===== src/rtl/alu_arbiter.sv =====
// alu_arbiter: two-requester round-robin front end for a shared combinational
// ALU. Latches the winner's operands, waits SETTLE_CYCLES for the ALU to
// settle, captures the result and holds it until the consumer accepts it.
module alu_arbiter #(
   parameter int unsigned SETTLE_CYCLES = 1
) (
   input  logic        clk,
   input  logic        rst,
   input  logic        req0,
   input  logic        req1,
   input  logic [3:0]  a0,
   input  logic [3:0]  b0,
   input  logic [3:0]  a1,
   input  logic [3:0]  b1,
   input  logic        cin0,
   input  logic        cin1,
   input  logic [2:0]  op0,
   input  logic [2:0]  op1,
   output logic        ack0,
   output logic        ack1,
   output logic [3:0]  alu_a,
   output logic [3:0]  alu_b,
   output logic        alu_cin,
   output logic [2:0]  alu_op,
   input  logic [11:0] alu_bcd,
   input  logic        alu_cout,
   input  logic        alu_ovf,
   output logic        rvalid,
   output logic        rid,
   output logic [11:0] rbcd,
   output logic        rcout,
   output logic        rovf,
   input  logic        rready
);

   localparam logic [1:0] ST_IDLE = 2'd0;
   localparam logic [1:0] ST_WAIT = 2'd1;
   localparam logic [1:0] ST_HOLD = 2'd2;

   localparam logic [3:0] LP_SETTLE = 4'(SETTLE_CYCLES);

   logic [1:0]  r_state;
   logic [3:0]  r_cnt;
   logic        r_last;
   logic        r_ack0;
   logic        r_ack1;
   logic [3:0]  r_a;
   logic [3:0]  r_b;
   logic        r_cin;
   logic [2:0]  r_op;
   logic        r_rvalid;
   logic        r_rid;
   logic [11:0] r_rbcd;
   logic        r_rcout;
   logic        r_rovf;

   logic        w_any_req;
   logic        w_winner;

   // Winner: the sole requester, or the one not granted last when both ask.
   always_comb begin
      w_any_req = req0 | req1;
      w_winner  = (req0 & req1) ? ~r_last : req1;
   end

   // Grant / settle / hold sequencing; every output is a register.
   always_ff @(posedge clk or posedge rst) begin
      if (rst) begin
         r_state  <= ST_IDLE;
         r_cnt    <= '0;
         r_last   <= 1'b1;
         r_ack0   <= 1'b0;
         r_ack1   <= 1'b0;
         r_a      <= '0;
         r_b      <= '0;
         r_cin    <= 1'b0;
         r_op     <= '0;
         r_rvalid <= 1'b0;
         r_rid    <= 1'b0;
         r_rbcd   <= '0;
         r_rcout  <= 1'b0;
         r_rovf   <= 1'b0;
      end else begin
         r_ack0 <= 1'b0;
         r_ack1 <= 1'b0;
         case (r_state)
            ST_IDLE: begin
               if (w_any_req) begin
                  r_a     <= w_winner ? a1 : a0;
                  r_b     <= w_winner ? b1 : b0;
                  r_cin   <= w_winner ? cin1 : cin0;
                  r_op    <= w_winner ? op1 : op0;
                  r_ack0  <= ~w_winner;
                  r_ack1  <= w_winner;
                  r_last  <= w_winner;
                  r_cnt   <= LP_SETTLE;
                  r_state <= ST_WAIT;
               end
            end
            ST_WAIT: begin
               r_cnt <= r_cnt - 4'd1;
               // The edge that takes the counter to zero is the capture edge.
               if (r_cnt <= 4'd1) begin
                  r_rbcd   <= alu_bcd;
                  r_rcout  <= alu_cout;
                  r_rovf   <= alu_ovf;
                  r_rid    <= r_last;
                  r_rvalid <= 1'b1;
                  r_state  <= ST_HOLD;
               end
            end
            ST_HOLD: begin
               if (rready) begin
                  r_rvalid <= 1'b0;
                  r_state  <= ST_IDLE;
               end
            end
            default: r_state <= ST_IDLE;
         endcase
      end
   end

   assign ack0    = r_ack0;
   assign ack1    = r_ack1;
   assign alu_a   = r_a;
   assign alu_b   = r_b;
   assign alu_cin = r_cin;
   assign alu_op  = r_op;
   assign rvalid  = r_rvalid;
   assign rid     = r_rid;
   assign rbcd    = r_rbcd;
   assign rcout   = r_rcout;
   assign rovf    = r_rovf;

endmodule


===== config.mk =====
export PLATFORM = sky130hd
export DESIGN_NAME = alu_arbiter
export DESIGN_NICKNAME = d
export VERILOG_FILES = /design/src/rtl/alu_arbiter.sv
export SDC_FILE = /design/constraint.sdc
export NUM_CORES = 1
export LEC_CHECK = 0
export BUFFER_PORTS_ARGS = -buffer_cell sky130_fd_sc_hd__buf_2
export CELL_PAD_IN_SITES_DETAIL_PLACEMENT = 1
export CELL_PAD_IN_SITES_GLOBAL_PLACEMENT = 1
export CORE_ASPECT_RATIO = 2
export CORE_MARGIN = 5
export CORE_UTILIZATION = 39
export CTS_BUF_LIST = sky130_fd_sc_hd__clkbuf_16
export DETAILED_ROUTE_END_ITERATION = 6
export PLACE_DENSITY_LB_ADDON = 0.12
export SETUP_SLACK_MARGIN = 0.02
export SYNTH_ARGS = -nofsm -noshare
export SYNTH_HDL_FRONTEND = slang
export SYNTH_SLANG_ARGS = --single-unit

===== constraint.sdc =====
create_clock -name clk -period 3.1 [get_ports clk]
set_clock_uncertainty 0.05 [all_clocks]
set_input_delay 0.93 -clock clk [delete_from_list [all_inputs] [get_ports clk]]
set_output_delay 0.93 -clock clk [all_outputs]
set_load 0.005 [all_outputs]

# Word-level counts from Yosys, hierarchy flattened

Cells that the tools add are included.
W data, S select, Z words.

Flip-flop bits (word level): 37
Output and inout bits: 30
Logic and storage cells: 51

Add/sub/neg operators: 1
Magnitude comparators: 1
Eq/ne operators: 5
Multiplexer cells: 18
Bitwise gates (word level): 4
Reductions and logical operators: 8

Operators with widths:

| kind                  | number |
|---|---|
| $mux W4               | 3 |
| $mux W1               | 8 |
| $pmux W4 S2           | 1 |
| $mux W2               | 3 |
| $ne A2 B2 Y1 const B  | 3 |
| $pmux W2 S3           | 1 |
| $reduce_and A2 Y1     | 3 |
| $reduce_and A3 Y1     | 2 |
| $le A4 B1 Y1 const B  | 1 |
| $reduce_bool A2 Y1    | 2 |
| $sub A4 B1 Y4 const B | 1 |
| $mux W3               | 1 |
| $eq A2 B1 Y1 const B  | 1 |
| $eq A2 B2 Y1 const B  | 1 |
| $logic_not A2 Y1      | 1 |
| $not A1 Y1            | 2 |
| $pmux W1 S2           | 1 |
| $and A1 B1 Y1         | 1 |
| $or A1 B1 Y1          | 1 |

# Logic depth before layout (Yosys ltp)

Gate-level depths: netlist of run 1.

Depth after elaboration: 5
Mapped depth: 6

# Worst setup path after synthesis of run 1

Ideal clock, no wire load.

Path kind: input to register
Start point: in req1
End point: reg r_a[3] (netlist: alu_a[3])
Library setup time: 0.125 ns
Data arrival time: 1.936 ns
Data required time: 2.925 ns
Setup slack: 0.989 ns
Cell stages on the path: 4
Path buffers: 1
Path through: a21bo_2 buf_2 mux2_2 mux2_2

Cells in the longest elaborated chain, start to end: 3
Elaborated cells between the ends (all ways): 5
Classes of those cells: 2 x mux; 2 x bitwise; 1 x reduce/logical

RTL lines:

| element                | RTL line | text |
|---|---|---|
| start: declaration     | 10       | `input logic req1,` |
| $and A1 B1 Y1          | 63       | `w_winner = (req0 & req1) ? ~r_last : req1;` |
| $mux W1                | 63       |  |
| $mux W4                | 89       | `r_a <= w_winner ? a1 : a0;` |
| end signal: assignment | 89       |  |
| end: declaration       | 47       | `logic [3:0] r_a;` |

Several ways; a longest one is shown, not always the timed one.
A chain may end at the register's enable or synchronous reset.

# Worst setup path in the final report of run 1

Start point: in req1
End point: reg r_op[0] (netlist: alu_op[0])

Cells in the longest elaborated chain, start to end: 3
Elaborated cells between the ends (all ways): 5
Classes of those cells: 2 x mux; 2 x bitwise; 1 x reduce/logical

RTL lines:

| element                | RTL line | text |
|---|---|---|
| $and A1 B1 Y1          | 63       |  |
| $mux W1                | 63       |  |
| $mux W3                | 92       | `r_op <= w_winner ? op1 : op0;` |
| end signal: assignment | 92       |  |
| end: declaration       | 50       | `logic [2:0] r_op;` |

Several ways; a longest one is shown, not always the timed one.

==> results of run 1 <==
==> worst max-delay path, stage by stage <==
cell	delay, ps
buf_2	120
a21bo_2	390
mux2_2	380
mux2_2	270
==> cells by family after synthesis <==
family | after synthesis | synth area share
buf+inv | 7 | 0.0264
mux | 40 | 0.289
compound gates | 11 | 0.0438
fa+ha+maj | 2 | 0.0151
xor+xnor | 1 | 0.00528
flops | 37 | 0.559
simple gates | 15 | 0.0611
==> routing by layer <==
layer / GRT usage / routed length [µm] / vias up
met4: 0.0750 / 111 / 0
li1: - / - / 552
met5: 0 / 0 / -
met3: 0.0480 / 262 / 11
met2: 0.291 / 2270 / 50
met1: 0.134 / 1280 / 595
==> power groups by stage <==
stage / Combinational, mW / Clock (mW) / Sequential, mW
floorplan: 0.586 / 0 / 0.873
global placement: 0.880 / 0 / 0.854
detailed placement: 0.917 / 0 / 0.878
CTS: 0.931 / 0.477 / 0.874
global route: 1.00 / 0.502 / 0.905
finish: 0.904 / 0.466 / 0.866
==> cells in the mapped netlist (2+ instances only) <==
| library cell | n | area [µm²] |
|---|---|---|
| ha_1 | 2 | 25.0 |
| mux2_2 | 31 | 349 |
| dfrtp_1 | 36 | 901 |
| nand3b_1 | 2 | 15.0 |
| buf_2 | 2 | 10.0 |
| buf_6 | 2 | 22.5 |
| o21ai_0 | 3 | 15.0 |
| nor2_1 | 4 | 15.0 |
| o211ai_1 | 2 | 15.0 |
| or2_2 | 2 | 12.5 |
| mux2_4 | 8 | 120 |
| inv_1 | 3 | 11.3 |
==> area by class of cell <==
cell class / instances / area, µm²
fill: 452 / 1920
sequential: 37 / 927
multi-input combinational: 69 / 687
timing repair buffer: 75 / 383
clock buffer: 5 / 125
tap: 52 / 65.1
clock inverter: 3 / 12.5
inverter: 3 / 11.3
==> final timing paths <==
check / slack [ps] / endpoint / start / cells after the start
setup / recovery: 1100 / alu_op[0] / req1 / 4
hold / removal: 430 / rvalid / rvalid / 1
setup reg to reg: 1230 / rid / r_state[1] / 4
hold reg to reg: 430 / rvalid / rvalid / 1
max in group asynchronous: 1960 / r_last / rst / 3
min in group asynchronous: 700 / rbcd[6] / rst / 3
==> sequential cells by signal, indices dropped and copies added, names as in the netlist <==
signal   cells
r_last       1
r_state      2
alu_op       3
alu_cin      1
rovf         1
ack0         1
alu_b        4
rcout        1
alu_a        4
rid          1
rvalid       1
ack1         1
r_cnt        4
rbcd        12
==> reports/results.tsv, run 1 <==
metric	value	unit
cts_tree	yes	
final_cell_mix	72 x buf_2, 36 x dfrtp_1, 31 x mux2_2, 8 x mux2_4, 5 x clkbuf_16	
cts_max_level	2	
setup_violations	0	
synthArstFlopShare	1.00	
insertion_delay	270	ps
dp_hpwl	3080	µm
numPortBuffers	72	
critPathRequiredTime	3210	ps
drc	0	
internal_power	1.55	mW
relSlewSlack	0.698	
holdBufCountCts	0	
synth_edf_count	0	
routed_wl	3930	µm
die-area	5730	µm²
layout_commonest_cell	buf_2	
yosys_warnings	0	
p_seq_frac	0.388	
power_frac_clock	0.208	
place_area	2070	µm²
core_region_area	4130	µm²
setup_slack	1100	ps
fmax	0.501	GHz
start_util	0.402	
final_cells	244	
vias	1208	
swShare	0.307	
power_switching	0.686	mW
whs	434	ps
diodes	0	
fin_total_pwr	2.24	mW
cts_setup_buffers	0	
clk_pin_slew	50	ps
place_ws	816	ps
ys_types	28	
synth_flop_cell	dfrtp_1	
peakVddDrop	0.609	mV
grt_usage	0.149	
hold_viol_final	0	
crit_type	in -> reg	
cts_buffers	5	
io_pins	73	
report.final.slew_viol_count	0	
row_count	33	
tightest_slew	453	ps
clock-root-buffer	clkbuf_16	
area_delta_synth_final	33.4	%
finalWeightedCongestion	0.695	
drt_first_pass_iters	2	
cts_resized	0	
nets	236	
drt_iter0_drc	9	
overflow	0	
crit_path_start_kind	primary input	
worst_hold_path_type	reg -> reg	
ys_ff_latch	37	
combPwrFrac	0.404	
grt_start_max_net_pins	38	
syn_area	1660	µm²
cts_buffer_depth	2	
postRouteAntennaNets	0	
p_leak	1.07	nW
tns	0	ps
endpoint_kind	register	
die_h	102	µm
drive_gt1_frac	0.656	
syn-instance-count	113	
antenna_found_initial	0	
synth_area_per_cell	14.7	µm²
rsz0062_at_grt	false	
final_util	0.535	
post_drt_wl_per_cell	16.1	µm
grt_pass1_wl	6590	µm
cp_data_arrival_time	2110	ps
ys_seq_area_frac	0.559	
syn-num-nets	158	
fin_area	2210	µm²
cp_max_fo	14	
first_global_vias	1452	
maxCapViolCount	0	
status	completed	
dpl.cell_count	236	
vias_per_cell	4.95	
power_density	1010	nW/µm²
period_share	0.644	
min_period	2000	ps
cts_sinks	37	
die_x	56.1	µm
Power figures use the tool's default switching activity.
==> run 2: changes to the inputs <==
Settings changed: CORE_UTILIZATION 39 to 36.
Clock period 3.1 ns to 1.9 ns, I/O delays scaled along.
==> run 2 against run 1 <==
Non-clock buffer count grew 2. Utilization decreased by 3.5 points. Flip-flop and latch count is the same. Setup slack worse by 1000 ps. Combinational power rose by 73%. Total power grew 73%. Critical endpoint is now rbcd[8]. Sequential power grew 63%. Largest cell class unchanged. Count of clock-buffer cells in the layout is the same. Final area is 3.1% higher. Largest power group unchanged.
==> reports/results.tsv, run 2 (same netlist as run 1, synthesis figures left out) <==
metric	value	unit
status	completed	
cts_setup_buffers	0	
antenna_found_initial	0	
max_stage_delay	390	ps
cp_data_arrival_time	1910	ps
crit_path_cell_trace	inv_1, ha_1, nor2_1, nor4_4, buf_12, mux2_2	
maxCapViolCount	0	
r2r.worst_path.cells	6	
crit_path_start_kind	register	
power_density	1700	nW/µm²
row_count	35	
tns	0	ps
grt_pass1_wl	6790	µm
worst_hold_path_type	in -> async	
cp_max_fo	16	
clk_pin_slew	50	ps
grt_usage	0.143	
vias	1220	
post_drt_wl_per_cell	16.2	µm
start_util	0.364	
cts_max_level	2	
drt_first_pass_iters	2	
fin_area	2280	µm²
endpoint_kind	register	
grt_start_max_net_pins	38	
drc	0	
whs	348	ps
die-area	6140	µm²
drt_iter0_drc	19	
io_pins	73	
relSlewSlack	0.683	
report.final.slew_viol_count	0	
setup_violations	0	
die_x	58.0	µm
tightest_slew	475	ps
clock-root-buffer	clkbuf_16	
layout_commonest_cell	buf_2	
hold_viol_final	0	
diodes	0	
numPortBuffers	72	
min_period	1800	ps
finalWeightedCongestion	0.699	
cts_sinks	37	
first_global_vias	1442	
drive_gt1_frac	0.660	
cts_buffer_depth	2	
final_cell_mix	72 x buf_2, 36 x dfrtp_1, 31 x mux2_2, 8 x mux2_4, 5 x clkbuf_16	
crit_type	reg -> reg	
postRouteAntennaNets	0	
cts_buffers	5	
holdBufCountCts	0	
nets	238	
period_share	0.948	
core_region_area	4550	µm²
peakVddDrop	1.01	mV
die_h	106	µm
critPathRequiredTime	2000	ps
dp_hpwl	3160	µm
area_delta_synth_final	37.5	%
largest_register_ffs	12	
vias_per_cell	4.90	
insertion_delay	270	ps
overflow	0	
place_area	2120	µm²
routed_wl	4040	µm
cts_tree	yes	
p_leak	1.10	nW
cts_resized	0	
fmax	0.555	GHz
cp_slowest_cell	dfrtp_1	
rsz0062_at_grt	false	
-- run 2: changes by cell type in the layout (fill, tap and decap cells not counted), sizes merged --
cell and change:
bufinv +1, inv +1, clkinv -2, buf +2
-- run 2: worst max-delay path, delay by kind of cell (launching register included) --
family,cells,cell delay [ps]
muxes,1,350
and+or+nand+nor,2,360
buffers and inverters,2,310
DFF,1,390
adders and majority gates,1,200
-- run 2: per-layer routing --
metal	vias to the layer above	global-route usage	routed length, µm
met1	598	0.143	1350
met3	7	0.0365	300
met2	54	0.269	2320
li1	561	-	-
met5	-	0	0
met4	0	0.0547	70
-- run 2: cell type report --
type / instances / area [µm²]
clock buffers: 5 / 125
clock inverters: 3 / 37.5
fillers: 501 / 2270
inverters: 3 / 11.3
multi-input cells: 69 / 687
flip-flops and latches: 37 / 927
well taps: 55 / 68.8
repair buffers: 77 / 423
-- run 2: worst paths after layout --
| kind | end | slack [ps] | start |
|---|---|---|---|
| max in group asynchronous | r_last | 1090 | rst |
| hold reg to reg | rvalid | 430 | rvalid |
| hold / removal | rbcd[9] | 350 | rst |
| setup reg to reg | rbcd[8] | 100 | r_cnt[0] |
| min in group clk | rvalid | 430 | rvalid |
| setup / recovery | rbcd[8] | 100 | r_cnt[0] |
-- run 2: stage by stage --
step | util | setup WS (ps) | instances | total power [mW]
after global placement | 0.465 | 95.3 | 241 | 2.92
after global routing | 0.501 | 54.9 | 249 | 4.13
after floorplan | - | 125 | 113 | 2.38
after detailed placement | 0.465 | 70.3 | 241 | 3.01
after CTS | 0.501 | 110 | 249 | 3.94
final | 0.501 | 98.1 | 249 | 3.87
-- run 2: power by group --
part / internal [mW] / total (mW) / switching, mW
clock: 0.609 / 0.906 / 0.297
sequential: 1.19 / 1.41 / 0.222
combinational: 0.927 / 1.56 / 0.629
total: 2.72 / 3.87 / 1.15
==> run 3: changes to the inputs <==
Settings changed: RECOVER_POWER set to 100.
==> run 3 against run 2 <==
Clock power barely moved. Non-clock buffer count did not move. Setup slack improved by 31 ps. Via count barely moved. Total power fell by 5.1%. Register-to-register slack improved by 30 ps.
==> reports/results.tsv, run 3 (same netlist as run 1, synthesis figures left out) <==
metric	value	unit
post_drt_wl_per_cell	15.9	µm
clock-root-buffer	clkbuf_16	
grt_pass1_wl	6790	µm
cts_buffer_depth	2	
setup_violations	0	
finalWeightedCongestion	0.699	
cts_buffers	5	
dpl.cell_count	241	
first_global_vias	1442	
status	completed	
vias_per_cell	4.90	
numPortBuffers	72	
insertion_delay	280	ps
fin_total_pwr	3.67	mW
place_ws	70.3	ps
io_pins	73	
die_x	58.0	µm
whs	436	ps
start_util	0.364	
tightest_slew	906	ps
diodes	0	
cts_tree	yes	
die-area	6140	µm²
power_density	1660	nW/µm²
clk_pin_slew	60	ps
core_region_area	4550	µm²
min_period	1770	ps
overflow	0	
postRouteAntennaNets	0	
die_h	106	µm
maxCapViolCount	0	
critical-path-top-delay-family	flip-flops	
cp_max_fo	16	
place_area	2120	µm²
critPathRequiredTime	2010	ps
drive_gt1_frac	0.510	
crit_path_cell_trace	inv_1, ha_1, nor2_1, nor4_4, buf_12, mux2_2	
fmax	0.565	GHz
p_leak	1.02	nW
tns	0	ps
setup_slack	130	ps
drt_iter0_drc	18	
nets	238	
relSlewSlack	0.396	
largest_register_ffs	12	
period_share	0.932	
final_cell_mix	52 x buf_2, 36 x dfrtp_1, 31 x mux2_2, 21 x clkbuf_1, 8 x mux2_1	
cp_data_arrival_time	1880	ps
cp.buffers_inverters	2	
grt_start_max_net_pins	38	
hold_viol_final	0	
peakVddDrop	1.00	mV
vias	1221	
cts_max_level	2	
crit_type	reg -> reg	
routed_wl	3950	µm
drt_first_pass_iters	4	
cp_slowest_cell	dfrtp_1	
cts_setup_buffers	0	
cts_resized	0	
drc	0	
row_count	35	
layout_commonest_cell	buf_2	
endpoint_kind	register	
final_util	0.487	
crit_path_start_kind	register	
final_cells	249	
cts_sinks	37	
report.final.slew_viol_count	0	
antenna_found_initial	0	
holdBufCountCts	0	
rsz0062_at_grt	false	
fin_area	2220	µm²
grt_usage	0.143	
area_delta_synth_final	33.7	%
worst_hold_path_type	reg -> reg	
max_stage_delay	390	ps
dp_hpwl	3160	µm
## run 3: cell count changes in the layout (fill, tap and decap cells not counted), sizes merged
cell | previous run | this run
buf | 77 | 54
clkbuf | 5 | 28
## run 3: final cells by class
class	count	area (µm²)
timing repair buffer	77	389
clock buffer	5	125
fill	517	2340
clock inverter	3	37.5
multi-input combinational	69	657
inverter	3	11.3
sequential	37	927
tap	55	68.8
## run 3: per-layer routing
layer  GRT usage  wire, µm
met5           0         0
met4      0.0547        70
met3      0.0365       310
met2       0.269      2300
met1       0.143      1270
## run 3: final timing paths
check	start	endpoint	slack [ps]	depth (start not counted)
setup / recovery	r_cnt[0]	rbcd[8]	130	6
hold / removal	rvalid	rvalid	440	1
setup reg to reg	r_cnt[0]	rbcd[8]	130	6
hold reg to reg	rvalid	rvalid	440	1
max in group asynchronous	rst	r_cnt[1]	720	3
min in group asynchronous	rst	rbcd[0]	510	3
## run 3: report_power, final
group          switching (mW)  internal (mW)
clock                   0.298          0.609
combinational           0.606          0.753
sequential              0.219           1.19
total                    1.12           2.55
